<file path="config.mk">
export PLATFORM = sky130hd
export DESIGN_NAME = irq_ctrl
export DESIGN_NICKNAME = d
export VERILOG_FILES = /design/src/rtl/irq_ctrl_pkg.sv /design/src/rtl/sync_2ff.sv /design/src/rtl/irq_ctrl.sv
export SDC_FILE = /design/constraint.sdc
export NUM_CORES = 1
export LEC_CHECK = 0
export CAP_MARGIN = 0
export CELL_PAD_IN_SITES_DETAIL_PLACEMENT = 0
export CELL_PAD_IN_SITES_GLOBAL_PLACEMENT = 1
export CORE_AREA = 3 3 82 84
export DETAILED_ROUTE_END_ITERATION = 16
export DIE_AREA = 0 0 85 87
export DONT_BUFFER_PORTS = 1
export PLACE_DENSITY = 0.82
export SLEW_MARGIN = 20
export SYNTH_ARGS = -nofsm -noshare
export SYNTH_HDL_FRONTEND = slang
export SYNTH_SLANG_ARGS = --single-unit
</file>
<file path="constraint.sdc">
create_clock -name clk -period 2.51 [get_ports clk]
set_input_delay 0.3765 -clock clk [delete_from_list [all_inputs] [get_ports clk]]
set_output_delay 0.3765 -clock clk [all_outputs]
set_load 0.01 [all_outputs]
</file>
<file path="src/rtl/irq_ctrl_pkg.sv">
// Shared definitions for the interrupt controller: register offsets and the
// "no interrupt" claim value.
package irq_ctrl_pkg;

  typedef enum logic [1:0] {
    PENDING = 2'd0,
    ENABLE  = 2'd1,
    TRIGGER = 2'd2,
    CLAIM   = 2'd3
  } irq_reg_e;

  localparam int NO_IRQ = 0;

endpackage

</file>
<file path="src/rtl/sync_2ff.sv">
// Two-flop synchroniser for bringing asynchronous level signals into the clk
// domain; clears to 0 on reset.
module sync_2ff #(
  parameter int WIDTH = 1
) (
  input  logic             clk,
  input  logic             rst,
  input  logic [WIDTH-1:0] d,
  output logic [WIDTH-1:0] q
);

  logic [WIDTH-1:0] meta;

  // NOTE: non-blocking assignments so q takes the old meta value, giving two real stages.
  always_ff @(posedge clk or posedge rst) begin
    if (rst) begin
      meta <= '0;
      q    <= '0;
    end else begin
      meta <= d;
      q    <= meta;
    end
  end

endmodule

</file>
<file path="src/rtl/irq_ctrl.sv">
// Memory-mapped interrupt controller: synchronises irq lines, latches edges or
// follows levels, and raises hwint for the CU with a claim/complete handshake.
module irq_ctrl
  import irq_ctrl_pkg::*;
#(
  parameter int NUM_IRQ = 8
) (
  input  logic               clk,
  input  logic               rst,
  input  logic [NUM_IRQ-1:0] irq,
  input  logic               en,
  input  logic               rd,
  input  logic               wr,
  input  logic [1:0]         addr,
  input  logic [31:0]        data_in,
  output logic [31:0]        data_out,
  output logic               hwint
);

  logic [NUM_IRQ-1:0] s2;
  logic [NUM_IRQ-1:0] prev;
  logic [NUM_IRQ-1:0] pending;
  logic [NUM_IRQ-1:0] enable;
  logic [NUM_IRQ-1:0] trigger;
  logic [NUM_IRQ-1:0] in_service;

  logic [NUM_IRQ-1:0] edge_set;
  logic [NUM_IRQ-1:0] w1c_mask;
  logic [NUM_IRQ-1:0] claim_mask;
  logic [NUM_IRQ-1:0] cpl_mask;
  logic [NUM_IRQ-1:0] pending_next;
  logic [5:0]         claim_id;
  logic               claim_take;
  logic               bus_rd;
  logic               bus_wr;
  irq_reg_e           reg_sel;
  logic               unused_bits;

  // Lowest index wins; returns id+1, or NO_IRQ when nothing is set.
  function automatic logic [5:0] first_id(input logic [NUM_IRQ-1:0] v);
    first_id = 6'(NO_IRQ);
    for (int i = NUM_IRQ - 1; i >= 0; i--) begin
      if (v[i]) first_id = 6'(i + 1);
    end
  endfunction

  sync_2ff #(.WIDTH(NUM_IRQ)) u_sync (
    .clk (clk),
    .rst (rst),
    .d   (irq),
    .q   (s2)
  );

  assign bus_rd      = en & rd;
  assign bus_wr      = en & wr;
  assign reg_sel     = irq_reg_e'(addr);
  assign unused_bits = ^data_in;

  // Nothing is offered for claim while a handler is running (no nesting).
  assign claim_id   = (in_service == '0) ? first_id(pending & enable) : 6'(NO_IRQ);
  assign claim_take = bus_rd & ~wr & (reg_sel == CLAIM) & (claim_id != 6'(NO_IRQ));

  assign edge_set = s2 & ~prev;
  assign w1c_mask = (bus_wr && reg_sel == PENDING) ? data_in[NUM_IRQ-1:0] : '0;

  // NOTE: every always_comb output gets a default first so no latch is inferred.
  always_comb begin
    claim_mask = '0;
    cpl_mask   = '0;
    for (int i = 0; i < NUM_IRQ; i++) begin
      claim_mask[i] = claim_take && (claim_id == 6'(i + 1));
      cpl_mask[i]   = bus_wr && (reg_sel == CLAIM) && (6'(data_in[4:0]) == 6'(i + 1));
    end
  end

  // Edge sources: clears lose to a same-cycle new edge. Level sources mirror s2.
  assign pending_next = (trigger & ((pending & ~(w1c_mask | claim_mask)) | edge_set))
                      | (~trigger & s2);

  always_ff @(posedge clk or posedge rst) begin
    if (rst) begin
      prev       <= '0;
      pending    <= '0;
      enable     <= '0;
      trigger    <= '0;
      in_service <= '0;
      hwint      <= 1'b0;
    end else begin
      prev       <= s2;
      pending    <= pending_next;
      in_service <= (in_service & ~cpl_mask) | claim_mask;
      hwint      <= (in_service == '0) && |(pending & enable);
      if (bus_wr && reg_sel == ENABLE)  enable  <= data_in[NUM_IRQ-1:0];
      if (bus_wr && reg_sel == TRIGGER) trigger <= data_in[NUM_IRQ-1:0];
    end
  end

  always_comb begin
    data_out = '0;
    if (bus_rd) begin
      case (reg_sel)
        PENDING: data_out = 32'(pending);
        ENABLE:  data_out = 32'(enable);
        TRIGGER: data_out = 32'(trigger);
        CLAIM:   data_out = 32'(claim_id);
        default: data_out = '0;
      endcase
    end
  end

endmodule
</file>
==> run_results.csv <==
group,metric,value,unit
clock_network,cts.root.buffer_cell,"clkbuf_8",
timing,timing_worst_slew_pin_value,700.8,ps
global_route,global_route_wire_length_before_repair,9170,um
floorplanning,std_cell_rows,28,
timing,setup_violations,0,
global_route,overall_track_demand_over_capacity_in_global_routing,16.65,%
worst_setup_path,setup.worst_path.start_class,"flip-flop",
synthesis,synth_edf_count,0,
placed_design,port_buffers,0,
routing,routed_wire_length_per_instance,17.25,um
cells_and_area,finalNetCount,301,
timing,timing.final.crit_period,2438,ps
floorplanning,fp.dieH,87,um
routing,dr_total_vias,1826,
timing,tns,0,ps
timing,rsz0062_at_grt,"false",
worst_setup_path,worst-setup-path-type,"flip-flop to output pin",
floorplanning,die_area,7395,um^2
floorplanning,initial_core_util,44.63,%
timing,maxClockFrequency,0.4102,GHz
cells_and_area,fillerInstances,545,
timing,fin_hold_ws,52.75,ps
floorplanning,die_width,85,um
worst_setup_path,worst-path-max-fanout,7,
routing,drc_errors,0,
run_status,status,"finished, final reports clean",
routing,ant_nets,0,
timing,layout_worst_path_cycle_share,97.13,%
synthesis,yosys_warnings,0,
global_route,grt_start_max_net_pins,26,
cells_and_area,most-common-layout-cells,"dfrtp_1, nand2_1, conb_1, mux2_2, buf_4",
worst_hold_path,timing.hold.worst.class,"input port to flip-flop",
synthesis,asyncSetResetFlopFracSynth,100.0,%
timing,final_max_slew_viol_count,0,
placed_design,dp.final_hpwl,4178,um
timing,headroom_to_the_max_slew_limit,53.16,%
clock_network,sinks_on_clock_net,57,
timing,finalClockSkew,9.840,ps
routing,route.detailed.vias_per_inst,5.467,
worst_setup_path,worst_path_largest_cell_delay,460,ps
cells_and_area,layout.cells.most_common,"dfrtp_1",
clock_network,cts_tree,"yes",
pwr,ir_worst_vdd,503.5,uV
global_route,globalRoute.totalOverflow,0,
timing,hold_viol,0,
synthesis,dominantRegCellSynth,"dfrtp_1",
cells_and_area,synth_to_final_area_change,13.01,%
pwr,power_density,944.7,nW/um^2
clock_network,clk_pin_slew,70,ps
pwr,static-leakage-power,1.358,nW
clock_network,htreeDepth,3,
synthesis,synth_cells,235,
global_route,number_of_antenna_violations_at_the_first_check_in_global_routing,0,
worst_setup_path,crit_arrival,2060,ps
floorplanning,ports,80,
cells_and_area,antenna_cells,0,
worst_setup_path,setup.worst_path.end_class,"output pin",
synthesis,mappedNetlistArea,2674,um^2
clock_network,tritoncts_buffer_count,9,
synthesis,mean_syn_cell_area,11.38,um^2
placed_design,gp_routability_congestion,0.8807,
synthesis,synth.yosys.seq_area_share,53.35,%
worst_setup_path,critPathRequiredTime,2130,ps
routing,firstDrtPassIters,5,
clock_network,clock_latency,350,ps
routing,drtIter0Drc,168,
synthesis,netlist-cell-type-count,49,
cells_and_area,proportion_of_layout_cells_with_a_drive_suffix_above_1,24.32,%
run,drv.max_cap_violation_count,0,
global_route,grt_pass1_vias,1766,
synthesis,synth_seq_cells,57,
worst_setup_path,path_cells,"buf_4 > a22oi_2 > o21ai_1 > and3_4 > mux4_2 > nor2b_1",
clock_network,clockBufferDepth,2,
worst_setup_path,crit_path_top_delay_cell,"mux4_2",
floorplanning,core_region_area,5991,um^2
routing,drt_wl_total,5760,um
[critical path, delay by kind of cell (launching register included)]
family                 cells  cell delay [ps]
AOI/OAI and AO/OA          2              320
DFF                        1              380
muxes                      1              460
and+or+nand+nor            2              410
buffers and inverters      1              160
[kinds of logic after synthesis]
group                  count (synthesis)  synth area share, %
AOI/OAI and AO/OA                     42                11.70
buffers and inverters                 30                8.048
other                                  1               0.1402
and+or+nand+nor                       82                16.00
muxes                                 23                10.76
DFF                                   57                53.35
[registers in the layout, summed over array words and instances (netlist names)]
signal and cells:
enable 8, pending 8, prev 8, hwint 1, u_sync.q 8, u_sync.meta 8, trigger 8, in_service 8
[area by class of cell]
type	instances	area (um^2)	share of cell area, %
flip-flops and latches	57	1428	47.25
multi-input cells	171	1160	38.38
clock buffers	11	151.4	5.010
repair buffers	14	107.6	3.561
well taps	75	93.84	3.106
clock inverters	5	77.57	2.567
inverters	1	3.754	0.1242
[where the power goes]
part | switching [mW] | internal [mW]
clock | 0.357 | 0.609
sequential | 0.146 | 1.07
combinational | 0.331 | 0.347
total | 0.834 | 2.02
[Yosys cell counts, types with 2 or more instances]
cell	instances	share of area, %
mux4_2	3	2.5
nor3_1	3	0.56
nand4_1	2	0.47
nand2b_1	5	1.2
nand4b_1	3	0.98
mux2_2	16	6.7
a21oi_1	6	1.1
a22o_1	4	1.3
nor4_2	2	0.94
nand3_1	7	1.3
a22oi_1	2	0.56
buf_4	25	7.0
a21boi_0	4	1.1
a41o_1	3	1.1
o21a_1	2	0.56
dfrtp_1	57	53
nand2_1	34	4.8
o21ai_0	6	1.1
o21ai_1	3	0.56
mux2i_1	4	1.5
nor2b_1	5	1.2
nor2_1	11	1.5
a31oi_1	2	0.47
[final timing paths]
| check | from | to | depth (start not counted) | slack [ps] |
|---|---|---|---|---|
| max in group asynchronous | rst | pending[6] | 3 | 1560 |
| min in group asynchronous | rst | u_sync.meta[3] | 2 | 370 |
| setup reg to reg | pending[2] | pending[3] | 6 | 370 |
| hold reg to reg | u_sync.meta[7] | u_sync.q[7] | 0 | 350 |
| setup / recovery | pending[2] | data_out[1] | 6 | 70 |
| hold / removal | irq[5] | u_sync.meta[5] | 0 | 50 |
[through the flow]
step	cells	worst slack, ps	instance area [um^2]	utilization, %	total power, mW
3_5_place_dp	315	256.6	2725	45.49	1.825
5_1_grt	334	0.1097	3022	50.44	3.010
4_1_cts	332	4.499	2974	49.64	2.811
2_1_floorplan	258	504.5	2760	-	1.718
6_report	334	72.06	3022	50.44	2.855
3_3_place_gp	315	250.6	2725	45.49	1.806
[repair_timing]
| action | in CTS | in global routing |
|---|---|---|
| endpoints found under the setup margin | 3 | 4 |
| hold buffers | 1 | 0 |
| resized for setup | 4 | 6 |
| setup buffers | 0 | 2 |
| pin swaps | 2 | 2 |
| gates cloned | 0 | 0 |
| endpoints found under the hold margin | 7 | 0 |
[per-layer routing]
metal	wire, um	track usage [%]	vias to the layer above
li1	-	-	843
met1	2401	20.74	898
met2	2661	24.72	72
met3	583	8.893	13
met4	114	5.755	0
met5	0	0	-
No activity file was read; power rests on OpenSTA's default activity.
